File: config.mk
export PLATFORM = sky130hd
export DESIGN_NAME = bcd_conv_sched
export DESIGN_NICKNAME = d
export VERILOG_FILES = /design/src/rtl/bcd_conv_sched.sv
export SDC_FILE = /design/constraint.sdc
export NUM_CORES = 1
export LEC_CHECK = 0
export CAP_MARGIN = 20
export CORE_ASPECT_RATIO = 0.6
export CORE_UTILIZATION = 45
export CTS_BUF_LIST = sky130_fd_sc_hd__clkbuf_4 sky130_fd_sc_hd__clkbuf_8
export CTS_CLUSTER_DIAMETER = 120
export CTS_CLUSTER_SIZE = 40
export DETAILED_ROUTE_END_ITERATION = 16
export HOLD_SLACK_MARGIN = 0.02
export PLACE_DENSITY = 0.78
export SETUP_SLACK_MARGIN = 0.05
export SYNTH_ARGS = -nofsm -noshare
export SYNTH_HDL_FRONTEND = slang
export SYNTH_SLANG_ARGS = --single-unit
File: constraint.sdc
create_clock -name clk -period 1.2 [get_ports clk]
set_input_delay 0.24 -clock clk [delete_from_list [all_inputs] [get_ports clk]]
set_output_delay 0.24 -clock clk [all_outputs]
set_load 0.02 [all_outputs]
File: src/rtl/bcd_conv_sched.sv
// Shared iterative binary-to-BCD converter (double-dabble, one shift per clock)
// serving two requesters through a round-robin arbiter with valid/ready handshakes.
module bcd_conv_sched #(
    parameter int WIDTH  = 8,
    parameter int DIGITS = 3
) (
    input  logic                  clk,
    input  logic                  rst,
    input  logic                  req0_valid,
    input  logic [WIDTH-1:0]      req0_data,
    output logic                  req0_ready,
    input  logic                  req1_valid,
    input  logic [WIDTH-1:0]      req1_data,
    output logic                  req1_ready,
    output logic                  out_valid,
    output logic [4*DIGITS-1:0]   out_bcd,
    output logic                  out_id,
    input  logic                  out_ready,
    output logic                  busy
);
    localparam int BW = 4 * DIGITS;
    localparam int CW = $clog2(WIDTH + 1);

    localparam logic [1:0] IDLE  = 2'd0;
    localparam logic [1:0] SHIFT = 2'd1;
    localparam logic [1:0] DONE  = 2'd2;

    logic [1:0]          state;
    logic [BW-1:0]       bcd;
    logic [WIDTH-1:0]    bin;
    logic [CW-1:0]       cnt;
    logic                rr;
    logic                id;
    logic                grant1;
    logic [BW-1:0]       bcd_adj;
    logic [BW+WIDTH-1:0] shifted;

    // Requester 1 wins when it is alone or when the pointer favours it.
    always_comb begin
        grant1     = req1_valid && (!req0_valid || rr);
        req0_ready = (state == IDLE) && req0_valid && !grant1;
        req1_ready = (state == IDLE) && grant1;
    end

    always_comb begin
        bcd_adj = bcd;
        for (int unsigned d = 0; d < DIGITS; d++) begin
            if (bcd[4*d +: 4] >= 4'd5) begin
                bcd_adj[4*d +: 4] = bcd[4*d +: 4] + 4'd3;
            end
        end
        shifted = {bcd_adj, bin} << 1;
    end

    always_ff @(posedge clk or posedge rst) begin
        if (rst) begin
            state <= IDLE;
            bcd   <= '0;
            bin   <= '0;
            cnt   <= '0;
            rr    <= 1'b0;
            id    <= 1'b0;
        end else begin
            case (state)
                IDLE: begin
                    if (req0_ready || req1_ready) begin
                        bcd   <= '0;
                        bin   <= req1_ready ? req1_data : req0_data;
                        id    <= req1_ready;
                        rr    <= ~req1_ready;
                        cnt   <= '0;
                        state <= SHIFT;
                    end
                end
                SHIFT: begin
                    {bcd, bin} <= shifted;
                    cnt        <= cnt + 1'b1;
                    if (cnt == CW'(WIDTH - 1)) begin
                        state <= DONE;
                    end
                end
                DONE: begin
                    if (out_ready) begin
                        state <= IDLE;
                    end
                end
                default: state <= IDLE;
            endcase
        end
    end

    assign out_valid = (state == DONE);
    assign out_bcd   = bcd;
    assign out_id    = id;
    assign busy      = (state != IDLE);

endmodule

==> impl_metrics.tcl, run 1 <==
set metrics [dict create \
    setup_ws_ns -0.325 \
    grt_first_pass_wirelength_um 6820 \
    peakVddDrop_uv 2200 \
    antenna_cells 0 \
    clock-sinks 28 \
    p_leak_nw 1.29 \
    cap_violations 0 \
    hold_path_class "input port to async pin" \
    relSlewSlack 0.716 \
    tightest_slew_ns 0.423 \
    avgSynthCellArea_um2 10.2 \
    viasPerCell 5.98 \
    synth_top_cell_area_share 0.477 \
    die_w_um 75.7 \
    fin_cells 266 \
    drive_gt1_frac 0.580 \
    grt_max_degree 29 \
    timing.hold.ws_ns 0.274 \
    hpwlAfterDp_um 2580 \
    ant_nets 0 \
    crit_fanout 4 \
    setup_viol_count_final 34 \
    cp.arrival_ns 1.74 \
    finish.instance_area_um2 2760 \
    finalHoldViolCount 0 \
    remaining_drc_errors 0 \
    htree_num_levels 1 \
    fin_crit_ns 1.52 \
    fmax_mhz 656 \
    placedCellCount 245 \
    final_common_cell "buf_6" \
    crit_required_ns 1.41 \
    ys_ff_latch 28 \
    synth_area_leaders "dfrtp_1, mux2i_1, o21ai_1, ha_1, a22oi_1" \
    die_h_um 46.2 \
    drv_slew 0 \
    rsz0062_at_grt "yes" \
    clk_latency_ns 0.29 \
    drt_pass1_iterations 4 \
    hold_buffers 0 \
    place_congestion 0.837 \
    nNetsFinal 253 \
    synth_nets 172 \
    cts_tree "built" \
    violations "negative setup slack" \
    dr_total_vias 1592 \
    cts_inserted_buffers 3 \
    final_core_util 0.926 \
    run_status "complete, but fails checks" \
    period_share 1.27 \
    seq_area_frac_synth 0.477 \
    ioPinCount 38 \
    antenna_found_initial 0 \
    first_iter_violations 147 \
    io_buffers 37 \
    detailed_place.area_um2 2210 \
    clk_pin_slew_ns 0.11 \
    ys_warn_count 0 \
    dieArea_um2 3500 \
    core_area_um2 2980 \
    area_delta_synth_final_pct 88.2 \
    critPathCaptureType "register" \
    crit_type "register to register" \
    clock_skew_ns 0.0129 \
    synth_area_um2 1470 \
    std_cell_rows 15 \
    syn_inst 144 \
    final_cell_mix "buf_6, buf_4, dfrtp_1" \
    power.density_nw_per_um2 2790 \
    overflow 0 \
    wl_um 6240 \
    synth_top_cell_by_area "dfrtp_1" \
    synth_cell_types 28 \
    grt_pass1_vias 1397 \
    cts_root_buf "clkbuf_8" \
    startpoint_type "register" \
    clk_path_buf_depth 2 \
    track_usage 0.274 \
    wire_per_inst_um 23.5 \
    start_util 0.492 \
]
[Yosys cell counts]
cell	n
xnor2_1	5
o21ai_1	18
a22o_1	6
nor2_1	1
nand2b_1	4
or2_1	1
nand4_1	1
o21ai_0	2
o31ai_1	2
nand2_1	10
nand3_1	5
a21oi_2	2
a21oi_1	3
a21o_1	1
dfrtp_1	28
a22oi_1	7
nor3_1	4
buf_4	2
and3b_1	1
a31oi_1	1
inv_1	10
nor2b_1	2
buf_2	5
xor2_1	2
mux2i_1	11
ha_1	7
and2_1	2
nor2_2	1
[where the power goes]
| part | internal, mW | switching, mW | leakage, nW |
|---|---|---|---|
| Clock | 0.448 | 0.331 | 0.0357 |
| Sequential | 1.35 | 0.407 | 0.349 |
| Combinational | 2.60 | 2.57 | 0.903 |
[registers in the layout, summed over array words and instances (netlist names)]
register,count
out_bcd,12
bin,8
cnt,4
state,2
out_id,1
rr,1
[worst max-delay path: stages, from the launching register on]
cell	delay, ns
dfrtp_2	0.48
ha_4	0.18
nand2b_4	0.15
a21oi_4	0.21
mux2i_1	0.23
a22o_1	0.19
[per-layer routing]
metal  global-route usage  vias up  wire length [µm]
met5                    0        -                 0
met4               0.0444        0               200
met3               0.0591       24               587
met2                0.457      108              2940
met1                0.378      793              2520
li1                     -      667                 -
[cells by family after synthesis]
group,synth area share
adders and majority gates,0.0597
buffers and inverters,0.0529
and+or+nand+nor,0.112
DFF,0.477
muxes,0.0750
xor gates and xnor gates,0.0418
AOI/OAI and AO/OA,0.182
[per-stage QoR]
stage / power [mW] / TNS [ns] / setup slack [ns]
floorplan: 3.66 / -0.530 / -0.136
global placement: 4.87 / -12.72 / -0.664
detailed placement: 5.05 / -13.91 / -0.704
CTS: 6.35 / -4.54 / -0.274
global route: 7.96 / -6.64 / -0.331
finish: 7.71 / -5.83 / -0.325
[final cells by class]
type / count / area (µm²)
multi-input combinational: 99 / 1050
timing repair buffer: 83 / 836
inverter: 10 / 42.5
sequential: 28 / 708
clock inverter: 1 / 30.0
tap: 42 / 52.6
clock buffer: 3 / 41.3
fill: 106 / 221
[path summary, 6_finish.rpt]
check / start / to / slack (ns) / cells after the start
setup / recovery: out_bcd[0]$_DFFE_PP0P_ / out_bcd[2]$_DFFE_PP0P_ / -0.32 / 5
hold / removal: rst / out_bcd[0]$_DFFE_PP0P_ / 0.27 / 3
setup reg to reg: out_bcd[0]$_DFFE_PP0P_ / out_bcd[2]$_DFFE_PP0P_ / -0.32 / 5
hold reg to reg: out_id$_DFFE_PP0P_ / out_id$_DFFE_PP0P_ / 0.52 / 1
max in group asynchronous: rst / out_bcd[5]$_DFFE_PP0P_ / 0.75 / 3
min in group clk: req0_valid / out_id$_DFFE_PP0P_ / 0.47 / 3
[repair_timing]
item | CTS | global route
gates resized for setup | 112 | 57
hold endpoints to repair | 0 | 0
cloned | 2 | 1
pin swaps | 8 | 20
buffers inserted | 8 | 10
endpoints found under the setup margin | 42 | 36
No activity file was read; power rests on OpenSTA's default activity.
==> run 2: changes to the inputs <==
--- a/config.mk
+++ b/config.mk
@@ -12,8 +12,9 @@
 export CTS_CLUSTER_DIAMETER = 120
 export CTS_CLUSTER_SIZE = 40
 export DETAILED_ROUTE_END_ITERATION = 16
+export DONT_BUFFER_PORTS = 1
 export HOLD_SLACK_MARGIN = 0.02
-export PLACE_DENSITY = 0.78
+export PLACE_DENSITY = 0.68
 export SETUP_SLACK_MARGIN = 0.05
 export SYNTH_ARGS = -nofsm -noshare
 export SYNTH_HDL_FRONTEND = slang
==> impl_metrics.tcl, run 2 (synthesis results as in run 1) <==
set metrics [dict create \
    grt_first_pass_wirelength_um 5950 \
    std_cell_rows 15 \
    largest_register_ffs 12 \
    fmax_mhz 681 \
    clk_pin_slew_ns 0.10 \
    reg2reg_from "state[0]$_DFFE_PP0P_" \
    final_common_cell "buf_4" \
    cts_tree "built" \
    finalHoldViolCount 0 \
    crit_required_ns 0.96 \
    die_h_um 46.2 \
    worstHoldStart "req1_valid" \
    power.total_mw 6.14 \
    cap_violations 0 \
    start_util 0.492 \
    run_status "complete, but fails checks" \
    cts_root_buf "clkbuf_8" \
    wl_um 4480 \
    final_cell_mix "buf_4, dfrtp_1, buf_6" \
    r2r-end "out_bcd[10]$_DFFE_PP0P_" \
    grt_pass1_vias 1240 \
    drive_gt1_frac 0.521 \
    dr_total_vias 1326 \
    clk_path_buf_depth 2 \
    cts_inserted_buffers 3 \
    antenna_found_initial 0 \
    hold_path_class "input port to register" \
    clock_skew_ns 0.00308 \
    power.density_nw_per_um2 2770 \
    antenna_cells 0 \
    ant_nets 0 \
    setup_viol_count_final 30 \
    relSlewSlack 0.695 \
    startpoint_type "register" \
    crit_fanout 5 \
    hpwlAfterDp_um 2480 \
    wire_per_inst_um 19.5 \
    peakVddDrop_uv 1350 \
    htree_num_levels 1 \
    hold_depth 1 \
    reg2reg_setup_slack_ns -0.23 \
    nNetsFinal 217 \
    rsz0062_at_grt "yes" \
    area_delta_synth_final_pct 51.0 \
    tightest_slew_ns 0.456 \
    setup_ws_ns -0.269 \
    core_area_um2 2980 \
    remaining_drc_errors 0 \
    fin_crit_ns 1.47 \
    viasPerCell 5.77 \
    io_buffers 0 \
    p_leak_nw 1.00 \
    grt_max_degree 16 \
    track_usage 0.241 \
    tns_ns -4.84 \
    drt_pass1_iterations 4 \
    place_congestion 0.863 \
    cp.arrival_ns 1.23 \
    first_iter_violations 98 \
    crit_type "register to output port" \
    die_w_um 75.7 \
    dieArea_um2 3500 \
    r2r_cells 5 \
    ioPinCount 38 \
    layout.filler_cells 182 \
    drv_slew 0 \
    period_share 1.22 \
    violations "negative setup slack" \
    clock-sinks 28 \
    overflow 0 \
    clk_latency_ns 0.28 \
    critPathCaptureType "output port" \
    whs_endpoint "rr$_DFFE_PP0P_" \
]
[run 2: changes by cell type in the layout (fill, tap and decap cells not counted), sizes merged]
cell,change
bufinv,-1
clkdlybuf4s50,-18
buf,-19
dlygate4sd2,-2
dlygate4sd3,+1
clkbuf,+3
[run 2: power by group]
part	leakage, nW	switching [mW]	internal (mW)
combinational	0.634	1.80	1.97
sequential	0.342	0.419	1.37
clock	0.0262	0.319	0.262
total	1.00	2.54	3.60
[run 2: critical path, cell delays in order (launching register included)]
cell and delay (ns):
dfrtp_2 0.45, nor2_4 0.20, nand2_2 0.10, a21oi_4 0.19
[run 2: repair_timing]
action | CTS | global route
gates resized for setup | 21 | 22
hold buffers | 1 | 0
endpoints found under the hold margin | 8 | 0
setup buffers | 4 | 4
setup endpoints to repair | 34 | 38
gates cloned | 1 | 3
pin swaps | 2 | 3
[run 2: worst max path at each step]
| stage | slack [ns] | start | end | depth (start not counted) |
|---|---|---|---|---|
| floorplan | -0.14 | out_bcd[4]$_DFFE_PP0P_ | out_bcd[6]$_DFFE_PP0P_ | 6 |
| global placement | -0.07 | out_bcd[4]$_DFFE_PP0P_ | out_bcd[6]$_DFFE_PP0P_ | 6 |
| CTS | -0.21 | state[0]$_DFFE_PP0P_ | req0_ready | 3 |
| finish | -0.27 | state[0]$_DFFE_PP0P_ | req0_ready | 3 |
| detailed placement | -0.13 | out_bcd[4]$_DFFE_PP0P_ | out_bcd[6]$_DFFE_PP0P_ | 6 |
| global route | -0.30 | state[0]$_DFFE_PP0P_ | req0_ready | 3 |
[run 2: area by class of cell]
class,count,area (µm²),area share
clock buffers,4,48.8,0.0220
flip-flops and latches,28,716,0.323
multi-input cells,99,870,0.392
well taps,42,52.6,0.0237
repair buffers,47,492,0.222
inverters,10,37.5,0.0169
[run 2: routing by layer]
layer	share of wire	up-vias	GRT usage
met4	0.025	0	0.0963
met5	0	-	0
met2	0.48	60	0.386
met1	0.44	660	0.323
met3	0.054	12	0.0525
li1	-	594	-
[run 2: stage by stage]
stage                     cells  setup slack [ns]  area, µm²  hold WS [ns]  utilization
after global placement      213           -0.0654       1850         0.136        0.619
final                       230            -0.269       2220        0.0578        0.743
after CTS                   223            -0.214       2050        0.0794        0.688
after floorplan             144            -0.136       1570         0.305            -
after detailed placement    213            -0.128       1850         0.151        0.619
after global routing        230            -0.298       2220        0.0553        0.743
